==> src/rtl/alu_issue_stage_pkg.sv <==
`default_nettype none
// ============================================================================
// Module   : alu_issue_stage_pkg
// Brief    : Shared RISC-V ALU op codes, operand select encodings, issue entry.
// Revision : 1.0 - initial release
// ============================================================================
package alu_issue_stage_pkg;

    typedef enum logic [3:0] {
        ALU_ADD  = 4'd0,
        ALU_SUB  = 4'd1,
        ALU_SLL  = 4'd2,
        ALU_SLT  = 4'd3,
        ALU_SLTU = 4'd4,
        ALU_XOR  = 4'd5,
        ALU_SRL  = 4'd6,
        ALU_SRA  = 4'd7,
        ALU_OR   = 4'd8,
        ALU_AND  = 4'd9
    } alu_op_e;

    typedef enum logic [1:0] {
        A_SEL_RS1  = 2'd0,
        A_SEL_PC   = 2'd1,
        A_SEL_ZERO = 2'd2,
        A_SEL_RSVD = 2'd3
    } a_sel_e;

    typedef enum logic [1:0] {
        B_SEL_RS2  = 2'd0,
        B_SEL_IMM  = 2'd1,
        B_SEL_FOUR = 2'd2,
        B_SEL_RSVD = 2'd3
    } b_sel_e;

    localparam logic [31:0] c_b_four = 32'd4;

    typedef struct packed {
        logic [3:0]  op;
        logic [31:0] a;
        logic [31:0] b;
        logic [4:0]  rd;
        logic        rd_we;
    } issue_entry_t;

    // x0 is hardwired to zero, so a bypass targeting it must never win.
    function automatic logic [31:0] fwd_pick(
        input logic [4:0]  src_addr,
        input logic [31:0] src_data,
        input logic        fwd_valid,
        input logic [4:0]  fwd_rd,
        input logic [31:0] fwd_data
    );
        if (fwd_valid && (fwd_rd != 5'd0) && (fwd_rd == src_addr)) begin
            return fwd_data;
        end
        return src_data;
    endfunction

endpackage
`default_nettype wire

==> src/rtl/alu_operand_mux.sv <==
`default_nettype none
// ============================================================================
// Module   : alu_operand_mux
// Brief    : Writeback bypass followed by ALU operand A/B selection.
// Revision : 1.0 - initial release
// ============================================================================
module alu_operand_mux
    import alu_issue_stage_pkg::*;
(
    input  logic [4:0]  i_rs1_addr,
    input  logic [4:0]  i_rs2_addr,
    input  logic [31:0] i_rs1_data,
    input  logic [31:0] i_rs2_data,
    input  logic [31:0] i_imm,
    input  logic [31:0] i_pc,
    input  logic [1:0]  i_a_sel,
    input  logic [1:0]  i_b_sel,
    input  logic        i_fwd_valid,
    input  logic [4:0]  i_fwd_rd,
    input  logic [31:0] i_fwd_data,
    output logic [31:0] o_a,
    output logic [31:0] o_b
);

    logic [31:0] w_rs1;
    logic [31:0] w_rs2;

    always_comb begin
        w_rs1 = fwd_pick(i_rs1_addr, i_rs1_data, i_fwd_valid, i_fwd_rd, i_fwd_data);
        w_rs2 = fwd_pick(i_rs2_addr, i_rs2_data, i_fwd_valid, i_fwd_rd, i_fwd_data);

        case (i_a_sel)
            A_SEL_RS1: o_a = w_rs1;
            A_SEL_PC:  o_a = i_pc;
            default:   o_a = 32'd0;
        endcase

        case (i_b_sel)
            B_SEL_RS2:  o_b = w_rs2;
            B_SEL_IMM:  o_b = i_imm;
            B_SEL_FOUR: o_b = c_b_four;
            default:    o_b = 32'd0;
        endcase
    end

endmodule
`default_nettype wire

==> src/rtl/alu_issue_stage.sv <==
`default_nettype none
// ============================================================================
// Module   : alu_issue_stage
// Brief    : Decode-to-ALU issue stage: bypass/select plus 2-entry skid buffer.
// Revision : 1.0 - initial release
// ============================================================================
module alu_issue_stage
    import alu_issue_stage_pkg::*;
(
    input  logic        clk,
    input  logic        rst,
    input  logic        in_valid,
    output logic        in_ready,
    input  logic [3:0]  in_op,
    input  logic [4:0]  in_rs1_addr,
    input  logic [4:0]  in_rs2_addr,
    input  logic [31:0] in_rs1_data,
    input  logic [31:0] in_rs2_data,
    input  logic [31:0] in_imm,
    input  logic [31:0] in_pc,
    input  logic [1:0]  in_a_sel,
    input  logic [1:0]  in_b_sel,
    input  logic [4:0]  in_rd,
    input  logic        in_rd_we,
    input  logic        fwd_valid,
    input  logic [4:0]  fwd_rd,
    input  logic [31:0] fwd_data,
    input  logic        flush,
    output logic        out_valid,
    input  logic        out_ready,
    output logic [3:0]  out_op,
    output logic [31:0] out_a,
    output logic [31:0] out_b,
    output logic [4:0]  out_rd,
    output logic        out_rd_we,
    output logic [15:0] stall_cnt
);

    typedef enum logic [1:0] {
        ST_EMPTY = 2'd0,
        ST_ONE   = 2'd1,
        ST_TWO   = 2'd2
    } buf_state_e;

    buf_state_e   r_state;
    buf_state_e   w_state_next;
    issue_entry_t r_main;
    issue_entry_t r_skid;
    issue_entry_t w_main_next;
    issue_entry_t w_skid_next;
    issue_entry_t w_new;
    logic         r_in_ready;
    logic [15:0]  r_stall_cnt;
    logic [31:0]  w_a;
    logic [31:0]  w_b;
    logic         w_accept;
    logic         w_pop;

    alu_operand_mux u_operand_mux (
        .i_rs1_addr  (in_rs1_addr),
        .i_rs2_addr  (in_rs2_addr),
        .i_rs1_data  (in_rs1_data),
        .i_rs2_data  (in_rs2_data),
        .i_imm       (in_imm),
        .i_pc        (in_pc),
        .i_a_sel     (in_a_sel),
        .i_b_sel     (in_b_sel),
        .i_fwd_valid (fwd_valid),
        .i_fwd_rd    (fwd_rd),
        .i_fwd_data  (fwd_data),
        .o_a         (w_a),
        .o_b         (w_b)
    );

    assign w_new     = '{op: in_op, a: w_a, b: w_b, rd: in_rd, rd_we: in_rd_we};
    assign out_valid = (r_state != ST_EMPTY);
    assign w_accept  = in_valid && r_in_ready;
    assign w_pop     = out_valid && out_ready;

    always_comb begin
        w_state_next = r_state;
        w_main_next  = r_main;
        w_skid_next  = r_skid;
        if (flush) begin
            // Held data stays in place; only occupancy is cleared.
            w_state_next = ST_EMPTY;
        end else begin
            case (r_state)
                ST_EMPTY: begin
                    if (w_accept) begin
                        w_state_next = ST_ONE;
                        w_main_next  = w_new;
                    end
                end
                ST_ONE: begin
                    if (w_accept && w_pop) begin
                        w_main_next = w_new;
                    end else if (w_accept) begin
                        w_state_next = ST_TWO;
                        w_skid_next  = w_new;
                    end else if (w_pop) begin
                        w_state_next = ST_EMPTY;
                    end
                end
                ST_TWO: begin
                    if (w_pop) begin
                        w_state_next = ST_ONE;
                        w_main_next  = r_skid;
                    end
                end
                default: w_state_next = ST_EMPTY;
            endcase
        end
    end

    always_ff @(posedge clk) begin
        if (!rst) begin
            r_state     <= ST_EMPTY;
            r_main      <= '0;
            r_skid      <= '0;
            r_in_ready  <= 1'b0;
            r_stall_cnt <= 16'd0;
        end else begin
            r_state    <= w_state_next;
            r_main     <= w_main_next;
            r_skid     <= w_skid_next;
            r_in_ready <= (w_state_next != ST_TWO);
            if (out_valid && !out_ready && (r_stall_cnt != 16'hFFFF)) begin
                r_stall_cnt <= r_stall_cnt + 16'd1;
            end
        end
    end

    assign in_ready  = r_in_ready;
    assign out_op    = r_main.op;
    assign out_a     = r_main.a;
    assign out_b     = r_main.b;
    assign out_rd    = r_main.rd;
    assign out_rd_we = r_main.rd_we;
    assign stall_cnt = r_stall_cnt;

endmodule
`default_nettype wire
==> config.mk <==
export PLATFORM = sky130hd
export DESIGN_NAME = alu_issue_stage
export DESIGN_NICKNAME = d
export VERILOG_FILES = /design/src/rtl/alu_issue_stage_pkg.sv /design/src/rtl/alu_operand_mux.sv /design/src/rtl/alu_issue_stage.sv
export SDC_FILE = /design/constraint.sdc
export NUM_CORES = 1
export LEC_CHECK = 0
export ABC_CLOCK_PERIOD_IN_PS = 1600
export CAP_MARGIN = 40
export CORE_ASPECT_RATIO = 0.6
export CORE_UTILIZATION = 42
export CTS_BUF_LIST = sky130_fd_sc_hd__clkbuf_8
export CTS_CLUSTER_SIZE = 12
export DETAILED_ROUTE_END_ITERATION = 10
export GPL_TIMING_DRIVEN = 0
export PLACE_DENSITY_LB_ADDON = 0.2
export SYNTH_ARGS = -nofsm -noshare
export SYNTH_HDL_FRONTEND = slang
export SYNTH_SLANG_ARGS = --single-unit
==> constraint.sdc <==
create_clock -name clk -period 1.6 [get_ports clk]
set_input_delay 0.24 -clock clk [delete_from_list [all_inputs] [get_ports clk]]
set_output_delay 0.24 -clock clk [all_outputs]
set_load 0.05 [all_outputs]
==> results.yml <==
outcome:
  status: "complete, but fails checks"
  failed_checks: "setup timing"
layout:
  drive_above_1_share_pct: 44.7
  design_area_um2: 15400
  final_cells: 1636
  area_delta_synth_final_pct: 86.6
  fin_nets: 1553
  utilization_pct: 80.3
  insertedDiodeCount: 0
synthesis:
  yosysSeqAreaShare_pct: 40.6
  synth-async-reset-ratio_pct: 0
  synth_edf_count: 0
  synth_commonest_cells: "dfxtp_1 (167), nand2_1 (111), o21ai_0 (84), nor2_1 (81), clkbuf_1 (65)"
  netlist_area_um2: 8230
  netlist.area_leader.share_pct: 40.6
  synthFlopType: "dfxtp_1"
  synth_cells: 977
  synth.most_common_cell: "dfxtp_1"
  yosysUniqueCellTypes: 52
  syn_avg_cell_area_um2: 8.43
  synth_top_area_cell: "dfxtp_1"
  synth_area_leaders: "dfxtp_1 (41%), o21ai_0 (5.1%), nand2_1 (5.1%), and3_1 (4.8%), o41ai_2 (4.5%)"
  synth_seq_cells: 167
  yosys_warnings: 0
  syn_nets: 1173
floorplanning:
  start_util_pct: 43.0
  rows: 39
  die_area_um2: 20200
  die_x_um: 183
  fp.coreArea_um2: 19100
  ioPinCount: 287
  die_h_um: 110
cts:
  cts_hold_buf: 0
  cts.clk_slew.worst_paths_ns: 0.10
  h-tree-depth: 4
  clock_latency_ns: 0.48
  clockRootBuffer: "clkbuf_8"
  clockBufferDepth: 2
  cts_buffers: 17
  cts.sinks: 167
  cts_tree: "done"
critical_path:
  cp_max_fo: 6
  r2r_slack_ns: -0.31
  path_class: "register to register"
  cp.required_ns: 1.95
  cp.arrival_ns: 2.26
  rr_worst_depth: 9
  cp-end-kind: "register"
  critPathLaunchType: "register"
pwr:
  p_int_mw: 6.61
  switchingPower_mw: 3.31
  cellLeakagePower_nw: 5.83
  ir_drop_v: 0.000559
  switching_share_pct: 33.4
  powerDensity_nw_per_um2: 646
  clock_power_share_pct: 29.2
  p_comb_share_pct: 27.1
  seqPwrFrac_pct: 43.7
route:
  drt_iter0_markers: 931
  avgViaCountPerCell: 6.09
  dr.pass1.iters: 5
  avgRoutedWirePerCell_um: 24.2
  drt-total-wl_um: 39500
  num_vias: 9957
  drtAntennaViolNets: 0
  drc_errors: 0
timing:
  worst_slack_ns: -0.311
  finalMaxSlewViolations: 0
  rsz0062_at_grt: "yes"
  worstMarginPinSlew_ns: 0.852
  whs_ns: 0.284
  fmax_mhz: 523
  skew_ns: 0.0209
  hold_viol: 0
  finalSetupViolCount: 150
  post-route-min-period_ns: 1.91
  maxSlewHeadroom_pct: 43.2
  post-route-period-util_pct: 119
hold_path:
  hold_depth: 2
  hp-class: "input port to register"
flow_run:
  drv_cap: 0
grt:
  grt_pass1_vias: 9629
  grt_pass1_wl_um: 56000
  grt.total_usage_pct: 36.6
  grt_overflow_total: 0
  antenna_found_initial: 0
  grt_max_degree: 17
placed_design:
  place_inst: 1528
  dp_hpwl_um: 24400
  post-place-ws_ns: -1.11
  dpl_cell_area_um2: 11900
  gp_congestion: 0.914
  numPortBuffers: 285
power by group through the flow:
stage / sequential (mW) / clock (mW) / combinational (mW)
final: 4.34 / 2.90 / 2.69
after global routing: 4.35 / 3.04 / 2.78
after CTS: 4.32 / 2.83 / 2.53
after detailed placement: 4.41 / 0 / 2.06
after global placement: 4.41 / 0 / 2.05
after floorplan: 4.73 / 0 / 0.719
cells by family after synthesis:
group / Yosys count / share of synthesized area, %
muxes: 1 / 0.122
AOI/OAI and AO/OA: 332 / 29.6
buffers and inverters: 86 / 4.85
adders and majority gates: 1 / 0.152
xor gates and xnor gates: 23 / 2.45
and+or+nand+nor: 367 / 22.2
DFF: 167 / 40.6
path summary, 6_finish.rpt:
kind	from	end
worst max-delay path	r_state[1]	r_skid[60]
worst min-delay path	flush	r_state[0]
worst max register to register	r_state[1]	r_skid[60]
worst min register to register	r_skid[34]	r_skid[34]
cell usage in the layout, fill, tap and decap left out, drive strengths merged, types with 3 or more instances in the layout:
cell           instances
o221ai                38
o22ai                 65
xnor2                 23
dfxtp                167
o21ai                103
dlygate4sd2           12
clkdlybuf4s15         66
nand2                111
clkinvlp               3
o31ai                 28
buf                  103
nand3                  6
a311oi                10
nor4b                  3
nor2                  82
a21oi                 52
or3                    5
nor2b                 28
clkinv                 4
inv                   10
clkdlybuf4s50        175
o41ai                 26
and3                  63
nand2b                38
clkbuf               103
nor3                  11
nand4                  6
flip-flops by register name, indices dropped and copies added, names as in the netlist:
signal,count
in_ready,1
out_a,32
out_b,32
out_op,4
out_rd,5
out_rd_we,1
r_skid,74
r_state,2
stall_cnt,16
repair_timing:
action / CTS / global route
gates cloned: 29 / 4
resized for setup: 633 / 227
setup endpoints to repair: 256 / 192
buffers inserted: 44 / 11
pin swaps: 155 / 57
stage by stage:
stage                     power (mW)  setup TNS (ns)
after floorplan                 5.45           -7.26
after global placement          6.46         -136.97
after detailed placement        6.48         -139.28
after CTS                       9.69          -20.16
after global routing            10.2          -33.45
final                           9.93          -27.48
critical path: stages (launching register included):
cell       delay (ns)
dfxtp_4          0.38
nand4b_1         0.24
buf_4            0.20
nor3_4           0.26
buf_6            0.18
nor2_4           0.08
buf_12           0.16
clkbuf_16        0.16
nand2_4          0.07
o31ai_4          0.07
per-layer routing:
layer	up-vias	global-route usage (%)	wire [µm]
met5	-	0	0
met1	4852	50.1	16900
li1	4401	-	-
met3	77	8.64	3750
met2	627	57.5	18000
met4	0	9.41	904
final cells by class:
class / instances / area (µm²)
Timing Repair Buffer: 365 / 3960
Clock buffer: 18 / 248
Multi-Input combinational cell: 725 / 6280
Inverter: 3 / 12.5
Sequential cell: 167 / 3400
Buffer: 78 / 1030
Fill cell: 1229 / 3760
Clock inverter: 14 / 100
Tap cell: 266 / 333
(Power assumes the default switching activity.)
